## src/rtl/wb_dest_scoreboard_pkg.sv

```systemverilog
// ---------------------------------------------------------------------------
// wb_dest_scoreboard_pkg
// Shared constants and types for the writeback destination scoreboard.
//   REG_ADDR_W    : width of a register number (5 -> 32 registers)
//   NUM_REGS      : number of architectural registers
//   CNT_W_DEFAULT : default width of each outstanding-write counter
//   TOTAL_W       : width of the summed outstanding-write count
// ---------------------------------------------------------------------------
package wb_dest_scoreboard_pkg;

  localparam int REG_ADDR_W    = 5;
  localparam int NUM_REGS      = 32;
  localparam int CNT_W_DEFAULT = 2;
  localparam int TOTAL_W       = 7;

  typedef logic [REG_ADDR_W-1:0]    reg_addr_t;
  typedef logic [CNT_W_DEFAULT-1:0] cnt_t;

endpackage : wb_dest_scoreboard_pkg

```

## src/rtl/wb_dest_scoreboard_counter.sv

```systemverilog
// ---------------------------------------------------------------------------
// sb_counter
// One saturating up/down counter tracking in-flight writes to a register.
// Ports:
//   clk, rst_n : clock, asynchronous active-low reset
//   inc, dec   : count up / count down (both together leave it unchanged)
//   count      : current count
//   nonzero    : count != 0
//   at_max     : count == 2^CNT_W-1
// ---------------------------------------------------------------------------
module sb_counter
  import wb_dest_scoreboard_pkg::*;
#(
  parameter int CNT_W = CNT_W_DEFAULT
) (
  input  logic             clk,
  input  logic             rst_n,
  input  logic             inc,
  input  logic             dec,
  output logic [CNT_W-1:0] count,
  output logic             nonzero,
  output logic             at_max
);

  localparam logic [CNT_W-1:0] MAX_CNT = '1;

  // NOTE: sequential state uses non-blocking (<=) so every flop samples
  // pre-edge values; blocking here would create order-dependent races.
  always_ff @(posedge clk or negedge rst_n) begin
    if (!rst_n) begin
      count <= '0;
    end else if (inc && !dec && count != MAX_CNT) begin
      count <= count + 1'b1;
    end else if (dec && !inc && count != '0) begin
      count <= count - 1'b1;
    end
  end

  assign nonzero = |count;
  assign at_max  = &count;

endmodule : sb_counter

```

## src/rtl/wb_dest_scoreboard.sv

```systemverilog
// ---------------------------------------------------------------------------
// wb_dest_scoreboard
// Counts outstanding register-file writes per destination register so the
// decoder can stall on sources that still have a write in flight.
// Ports:
//   clk, rst_n             : clock, asynchronous active-low reset
//   issue_valid/issue_addr : instruction with a destination is issuing
//   issue_ready            : combinational; issue can be accepted
//   wb_valid/wb_addr       : writeback retiring to the register file
//   rs_addr/rt_addr        : source registers of the decoding instruction
//   rs_busy/rt_busy        : combinational; source has an outstanding write
//   busy_vec               : registered; bit i = counter i nonzero
//   total_out              : registered; sum of all counters
//   err                    : registered, sticky; writeback with no outstanding
// Configuration macro:
//   WB_DEST_SCOREBOARD_BYPASS_EN : a source whose last outstanding write is
//   retiring this cycle reads as not busy.
// ---------------------------------------------------------------------------
module wb_dest_scoreboard
  import wb_dest_scoreboard_pkg::*;
#(
  parameter int CNT_W = CNT_W_DEFAULT
) (
  input  logic                  clk,
  input  logic                  rst_n,
  input  logic                  issue_valid,
  input  logic [REG_ADDR_W-1:0] issue_addr,
  output logic                  issue_ready,
  input  logic                  wb_valid,
  input  logic [REG_ADDR_W-1:0] wb_addr,
  input  logic [REG_ADDR_W-1:0] rs_addr,
  input  logic [REG_ADDR_W-1:0] rt_addr,
  output logic                  rs_busy,
  output logic                  rt_busy,
  output logic [NUM_REGS-1:0]   busy_vec,
  output logic [TOTAL_W-1:0]    total_out,
  output logic                  err
);

  logic [CNT_W-1:0]    count [NUM_REGS];
  logic [NUM_REGS-1:0] nz_vec;
  logic [NUM_REGS-1:0] max_vec;
  logic [NUM_REGS-1:0] inc_vec;
  logic [NUM_REGS-1:0] dec_vec;
  logic                wb_accept;
  logic                wb_orphan;
  logic                issue_accept;
  logic [TOTAL_W-1:0]  total_next;

  // Register 0 is hard-wired to an idle counter; 1..31 get real counters.
  for (genvar i = 0; i < NUM_REGS; i++) begin : g_reg
    if (i == 0) begin : g_zero
      assign count[i]   = '0;
      assign nz_vec[i]  = 1'b0;
      assign max_vec[i] = 1'b0;
    end else begin : g_cnt
      sb_counter #(.CNT_W(CNT_W)) u_cnt (
        .clk    (clk),
        .rst_n  (rst_n),
        .inc    (inc_vec[i]),
        .dec    (dec_vec[i]),
        .count  (count[i]),
        .nonzero(nz_vec[i]),
        .at_max (max_vec[i])
      );
    end
  end

  assign wb_accept = wb_valid && (wb_addr != '0) && nz_vec[wb_addr];
  assign wb_orphan = wb_valid && (wb_addr != '0) && !nz_vec[wb_addr];

  // A full counter can still take an issue when a writeback to the same
  // register frees a slot in the same cycle.
  assign issue_ready  = !(max_vec[issue_addr] && !(wb_accept && wb_addr == issue_addr));
  assign issue_accept = issue_valid && issue_ready && (issue_addr != '0);

  // NOTE: every variable gets a default at the top of always_comb so no
  // path can leave it unassigned and infer a latch.
  always_comb begin
    inc_vec    = '0;
    dec_vec    = '0;
    total_next = '0;
    for (int i = 0; i < NUM_REGS; i++) begin
      inc_vec[i] = issue_accept && (issue_addr == REG_ADDR_W'(i));
      dec_vec[i] = wb_accept && (wb_addr == REG_ADDR_W'(i));
      total_next = total_next + TOTAL_W'(count[i]);
    end
  end

`ifdef WB_DEST_SCOREBOARD_BYPASS_EN
  // The retiring write is the last one outstanding: the value is on the
  // writeback bus this cycle, so the source need not wait.
  assign rs_busy = nz_vec[rs_addr] &&
                   !(wb_accept && wb_addr == rs_addr && count[rs_addr] == CNT_W'(1));
  assign rt_busy = nz_vec[rt_addr] &&
                   !(wb_accept && wb_addr == rt_addr && count[rt_addr] == CNT_W'(1));
`else
  assign rs_busy = nz_vec[rs_addr];
  assign rt_busy = nz_vec[rt_addr];
`endif

  // Status outputs lag the counters by one edge.
  always_ff @(posedge clk or negedge rst_n) begin
    if (!rst_n) begin
      busy_vec  <= '0;
      total_out <= '0;
      err       <= 1'b0;
    end else begin
      busy_vec  <= nz_vec;
      total_out <= total_next;
      err       <= err | wb_orphan;
    end
  end

endmodule : wb_dest_scoreboard

```

## config.mk

```make
export PLATFORM = sky130hd
export DESIGN_NAME = wb_dest_scoreboard
export DESIGN_NICKNAME = d
export VERILOG_FILES = /design/src/rtl/wb_dest_scoreboard_pkg.sv /design/src/rtl/wb_dest_scoreboard_counter.sv /design/src/rtl/wb_dest_scoreboard.sv
export SDC_FILE = /design/constraint.sdc
export NUM_CORES = 1
export LEC_CHECK = 0
export ABC_CLOCK_PERIOD_IN_PS = 6200
export CORE_ASPECT_RATIO = 2
export CORE_MARGIN = 5
export CORE_UTILIZATION = 55
export CTS_CLUSTER_DIAMETER = 120
export DETAILED_ROUTE_END_ITERATION = 8
export PLACE_DENSITY = 0.83
export SYNTH_ARGS = -nofsm -noshare
export SYNTH_HDL_FRONTEND = slang
export SYNTH_SLANG_ARGS = --single-unit
```

## constraint.sdc

```tcl
create_clock -name clk -period 6.2 [get_ports clk]
set_clock_uncertainty 0.05 [all_clocks]
set_input_delay 1.24 -clock clk [delete_from_list [all_inputs] [get_ports clk]]
set_output_delay 1.24 -clock clk [all_outputs]
set_load 0.03 [all_outputs]
```

After elaboration in Yosys (flattened, before gate mapping) --
Cells that the tools add are included.
Cells by class: add/sub/neg operators 92, reduce and logical (&&, ||, !) cells 384, equal/unequal tests 94, magnitude comparators 4, mux-type cells 70, bitwise gates (word level) 1
Operators with widths (count):
- logical AND 1 bit | 193
- adder 7 x 2 -> 7 bit | 25
- == test 5 bit (second input constant) | 32
- two-way mux 2 bit | 62
- nonzero test 2 bit | 62
- == test 5 x 4 -> 1 bit (second input constant) | 16
- logical NOT 1 bit | 65
- adder 2 x 1 -> 2 bit (second input constant) | 31
- inequality test 2 bit (second input constant) | 31
- AND reduction 2 bit | 31
- OR reduction 2 bit | 31
- subtractor 2 x 1 -> 2 bit (second input constant) | 31
- == test 5 x 3 -> 1 bit (second input constant) | 8
- < comparator 5 x 6 -> 1 bit (second input constant) | 4
- binary-select mux 1 bit (select 5 bit) | 4
- == test 5 x 2 -> 1 bit (second input constant) | 4
- == test 5 x 1 -> 1 bit (second input constant) | 2
- nonzero test 5 bit | 2
- adder 6 x 2 -> 7 bit | 1
- adder 5 x 2 -> 6 bit | 1
- adder 4 x 2 -> 5 bit | 1
- == test 5 bit | 1
- adder 3 x 2 -> 4 bit | 1
- two-way mux 1 bit | 4
- 2 further kinds | 2
Storage, ports and cells: bits in registers 101, input bits 24

Logic depth before layout (Yosys ltp) --
depth in word-level cells 30, depth in mapped cells 20, mapped depth without buffers 20

By module --
A second synthesis with hierarchy kept.
Second synthesis, totals: cells, all modules 884, area, all modules 8590.7 sq um
By module, submodules not included:
- wb_dest_scoreboard | cells an instance 450, area an instance 4634.4 sq um, instances 1
- sb_counter | cells an instance 14, area an instance 127.6 sq um, instances 31

Least setup slack after synthesis --
OpenSTA, ideal clock, no wires.
kind reg-to-reg, from register g_reg[3].g_cnt.u_cnt.count[1], to register total_out[5], arrival 4993 ps, stages on the path, launching flop included 17, setup time 123 ps, path buffers 0, data required time 6027 ps, path slack 1034 ps, path through dfrtp_1 fa_1 inv_1 fa_1 fa_1 fa_1 fa_1 fa_1 fa_1 inv_1 ha_1 inv_1 fa_1 inv_1 a21o_1 a21oi_1 xnor2_1
Between the ends: longest elaborated chain between the ends 29
Ends and longest elaborated chain:
- start, declared | RTL line wb_dest_scoreboard_counter.sv:20 | output logic [CNT_W-1:0] count,
- start signal, assigned | RTL line wb_dest_scoreboard_counter.sv:33 | count <= count + 1'b1;
- start signal, assigned | RTL line wb_dest_scoreboard_counter.sv:35 | count <= count - 1'b1;
- adder 3 x 2 -> 4 bit | RTL line wb_dest_scoreboard.sv:86 | total_next = total_next + TOTAL_W'(count[i]);
- adder 4 x 2 -> 5 bit | RTL line wb_dest_scoreboard.sv:86
- adder 5 x 2 -> 6 bit | RTL line wb_dest_scoreboard.sv:86
- adder 6 x 2 -> 7 bit | RTL line wb_dest_scoreboard.sv:86
- adder 7 x 2 -> 7 bit (25 in a row) | RTL line wb_dest_scoreboard.sv:86
- named net total_next[5] | RTL line wb_dest_scoreboard.sv:48 | logic [TOTAL_W-1:0] total_next;
- end signal, assigned | RTL line wb_dest_scoreboard.sv:110 | total_out <= total_next;
- end, declared | RTL line wb_dest_scoreboard.sv:36 | output logic [TOTAL_W-1:0] total_out,
The timed path passes the listed nets, and every way through them passes these cells. A chain may end at the register's enable or synchronous reset.

Final worst setup path --
from register g_reg[14].g_cnt.u_cnt.count[1], to register total_out[6]
Between the ends: longest elaborated chain between the ends 18
Ends and longest elaborated chain (RTL line):
- start, declared | wb_dest_scoreboard_counter.sv:20
- start signal, assigned | wb_dest_scoreboard_counter.sv:33
- start signal, assigned | wb_dest_scoreboard_counter.sv:35
- adder 7 x 2 -> 7 bit (18 in a row) | wb_dest_scoreboard.sv:86
- named net total_next[6] | wb_dest_scoreboard.sv:48
The timed path passes the listed nets, and every way through them passes these cells.

==> run_results.csv <==
group,metric,value,unit
logic_synthesis,synth_fp_nets,900,
critical_path,worstPathArrival,5.80,ns
timing,worst_pin_slew,0.982,ns
logic_synthesis,synth_most_common_cell,"inv_1",
timing,rsz0062_at_grt,"no",
cells_and_area,nets,958,
cells_and_area,design_area,8890,sq um
route,vias,6530,
route,antenna_left,0,
cells_and_area,drive_above_1_share,0.0851,
cells_and_area,num-fill-cells,1168,
clock_network,cts_setup_buffers,0,
timing,relSlewSlack,0.340,
clock_network,clk_latency,0.36,ns
route,drt_iter0_drc,696,
route,vias_per_cell,6.17,
timing,hold_slack,0.441,ns
run_status,status,"finished clean",
floorplanning,core,13900,sq um
clock_network,numCtsBuffers,9,
clock_network,root_buffer,"clkbuf_16",
placed_design,place.gp.congestion,1.02,
floorplanning,io_pins,67,
timing,maxSlewViolCount,0,
clock_network,cts_hold_buf,0,
clock_network,cts_resized,0,
timing,hold_viol_final,0,
logic_synthesis,yosysUniqueCellTypes,70,
route,drtPass1Iterations,5,
global_routing,grt-ovfl-total,0,
logic_synthesis,synth_top_area_frac,0.325,
clock_network,clk_pin_slew,0.08,ns
timing,fmax,179,MHz
floorplanning,die_y,178,microns
logic_synthesis,synth-seq-cells,101,
critical_path,path_class,"flip-flop to flip-flop",
job,cap_violations,0,
timing,tns,0,ns
logic_synthesis,avgSynthCellArea,9.64,sq um
global_routing,grt_max_degree,64,
floorplanning,die_w,94.1,microns
global_routing,grt_usage,0.304,
logic_synthesis,synth-edff-count,0,
clock_network,cts_tree,"yes",
route,wl_per_cell,22.9,microns
timing,finalSetupViolCount,0,
timing,finalCritPeriodShare,0.903,
cells_and_area,syn2layout_area_growth,14.2,%
critical_path,crit_path_start_kind,"flip-flop",
global_routing,busiest_layer,"met2",
global_routing,grt_pass1_vias,6733,
critical_path,worstPathRequired,6.41,ns
logic_synthesis,yosys_warnings,0,
clock_network,clock_sink_count,101,
timing,period_minus_slack,5.60,ns
cells_and_area,insertedDiodeCount,0,
global_routing,grtUsageMet3,0.0583,
logic_synthesis,yosys.area.top_type,"dfrtp_1",
logic_synthesis,synth-seq-area-share,0.325,
critical_path,endpoint_kind,"flip-flop",
placed_design,port_buffers,65,
clock_network,h-tree-depth,3,
critical_path,critPathMaxFanout,7,
placed_design,placed_cell_area,8580,sq um
logic_synthesis,async_flop_share,1.00,
global_routing,use_met1,0.301,
placed_design,hpwl,19400,microns
floorplanning,start_util,0.560,
logic_synthesis,synth_common_cells,"inv_1 (127), dfrtp_1 (101), nand2_1 (58), nor2_1 (58), fa_1 (57)",
logic_synthesis,ys.flop_type,"dfrtp_1",
global_routing,grt_pass1_wl,37400,microns
logic_synthesis,synth_area_leaders,"dfrtp_1 (32%), fa_1 (15%), inv_1 (6.1%)",
hold_path,hold_class,"flip-flop to flip-flop",
global_routing,use_met2,0.512,
global_routing,antenna_found_initial,0,
clock_network,clock_path_buffers,2,
floorplanning,row_count,61,
route,totalWireLength,24300,microns
route,drc,0,
floorplanning,dieArea,16800,sq um
logic_synthesis,netlist_area,7780,sq um
logic_synthesis,syn_inst,807,
[path summary, 6_finish.rpt]
check	end	slack, ns	start	cells past startpoint
max	total_out[6]$_DFF_PN0_	0.60	g_reg[14].g_cnt.u_cnt.count[1]$_DFFE_PN0P_	17
min	err$_DFF_PN0_	0.44	err$_DFF_PN0_	1
max reg2reg	total_out[6]$_DFF_PN0_	0.60	g_reg[14].g_cnt.u_cnt.count[1]$_DFFE_PN0P_	17
min reg2reg	err$_DFF_PN0_	0.44	err$_DFF_PN0_	1
max in group asynchronous	busy_vec[3]$_DFF_PN0_	4.07	rst_n	2
min in group asynchronous	total_out[5]$_DFF_PN0_	0.78	rst_n	1
[worst max-delay path, stage by stage, from the launching register on]
cell	delay, ns
dfrtp_1	0.46
fa_1	0.70
inv_1	0.12
fa_1	0.51
fa_1	0.42
inv_1	0.11
fa_1	0.41
inv_1	0.08
fa_1	0.46
fa_1	0.55
fa_1	0.62
inv_1	0.06
ha_1	0.28
a21o_1	0.17
a21oi_1	0.21
nor2b_1	0.07
o21ai_0	0.14
nand2b_1	0.07
[layout by cell type (no fill, tap or decap), drive strengths merged, types with 3 or more instances in the layout]
cell type and count:
a211oi 4, a21o 9, a21oi 40, a221oi 3
a31o 3, and2 10, and3 6, buf 15
clkbuf 9, clkdlybuf4s50 63, clkinv 4, dfrtp 101
fa 57, ha 12, inv 130, mux2i 8
mux4 20, nand2 58, nand2b 12, nand3 40
nand4 13, nor2 62, nor2b 11, nor3 14
nor3b 3, nor4 3, o211ai 18, o21ai 33
o311ai 3, o31ai 9, or2 5, or3 7
or4 13, xnor2 32, xnor3 6, xor2 8
[per-layer routing]
metal | vias to the layer above | part of all wire
met5 | - | 0
met4 | 0 | 0.12
met3 | 144 | 0.072
met2 | 387 | 0.50
met1 | 3157 | 0.31
li1 | 2842 | -
[layout make-up]
| cell class | count | area (sq um) | area share |
|---|---|---|---|
| multi-input combinational | 548 | 4600 | 0.518 |
| inverter | 127 | 477 | 0.0536 |
| tap | 189 | 236 | 0.0266 |
| clock inverter | 7 | 78.8 | 0.00887 |
| timing repair buffer | 78 | 743 | 0.0836 |
| sequential | 101 | 2530 | 0.284 |
| clock buffer | 9 | 225 | 0.0253 |
[cells by family (layout without fill, tap and decap cells)]
logic type / after synthesis / count (layout) / share of synthesized area
compound gates: 140 / 140 / 0.119
simple gates: 264 / 264 / 0.175
flops: 101 / 101 / 0.325
mux: 28 / 28 / 0.0682
xor+xnor: 46 / 46 / 0.0624
other cells: 1 / 1 / 0.000482
buf+inv: 158 / 221 / 0.0839
fa+ha+maj: 69 / 69 / 0.166
[metrics by stage]
step	cells	utilization	setup slack (ns)
3_3_place_gp	1043	0.618	0.740
5_1_grt	1059	0.640	0.409
6_report	1059	0.640	0.604
2_1_floorplan	807	-	1.03
3_5_place_dp	1043	0.618	0.674
4_1_cts	1059	0.640	0.663
[state kept, by name (all words and copies together) (netlist names)]
register / cells
total_out: 7
busy_vec: 31
g.g_cnt.u_cnt.count: 62
err: 1
Power is not shown: default switching activity piles up to over one toggle a cycle in this logic, so the estimate is an artifact.
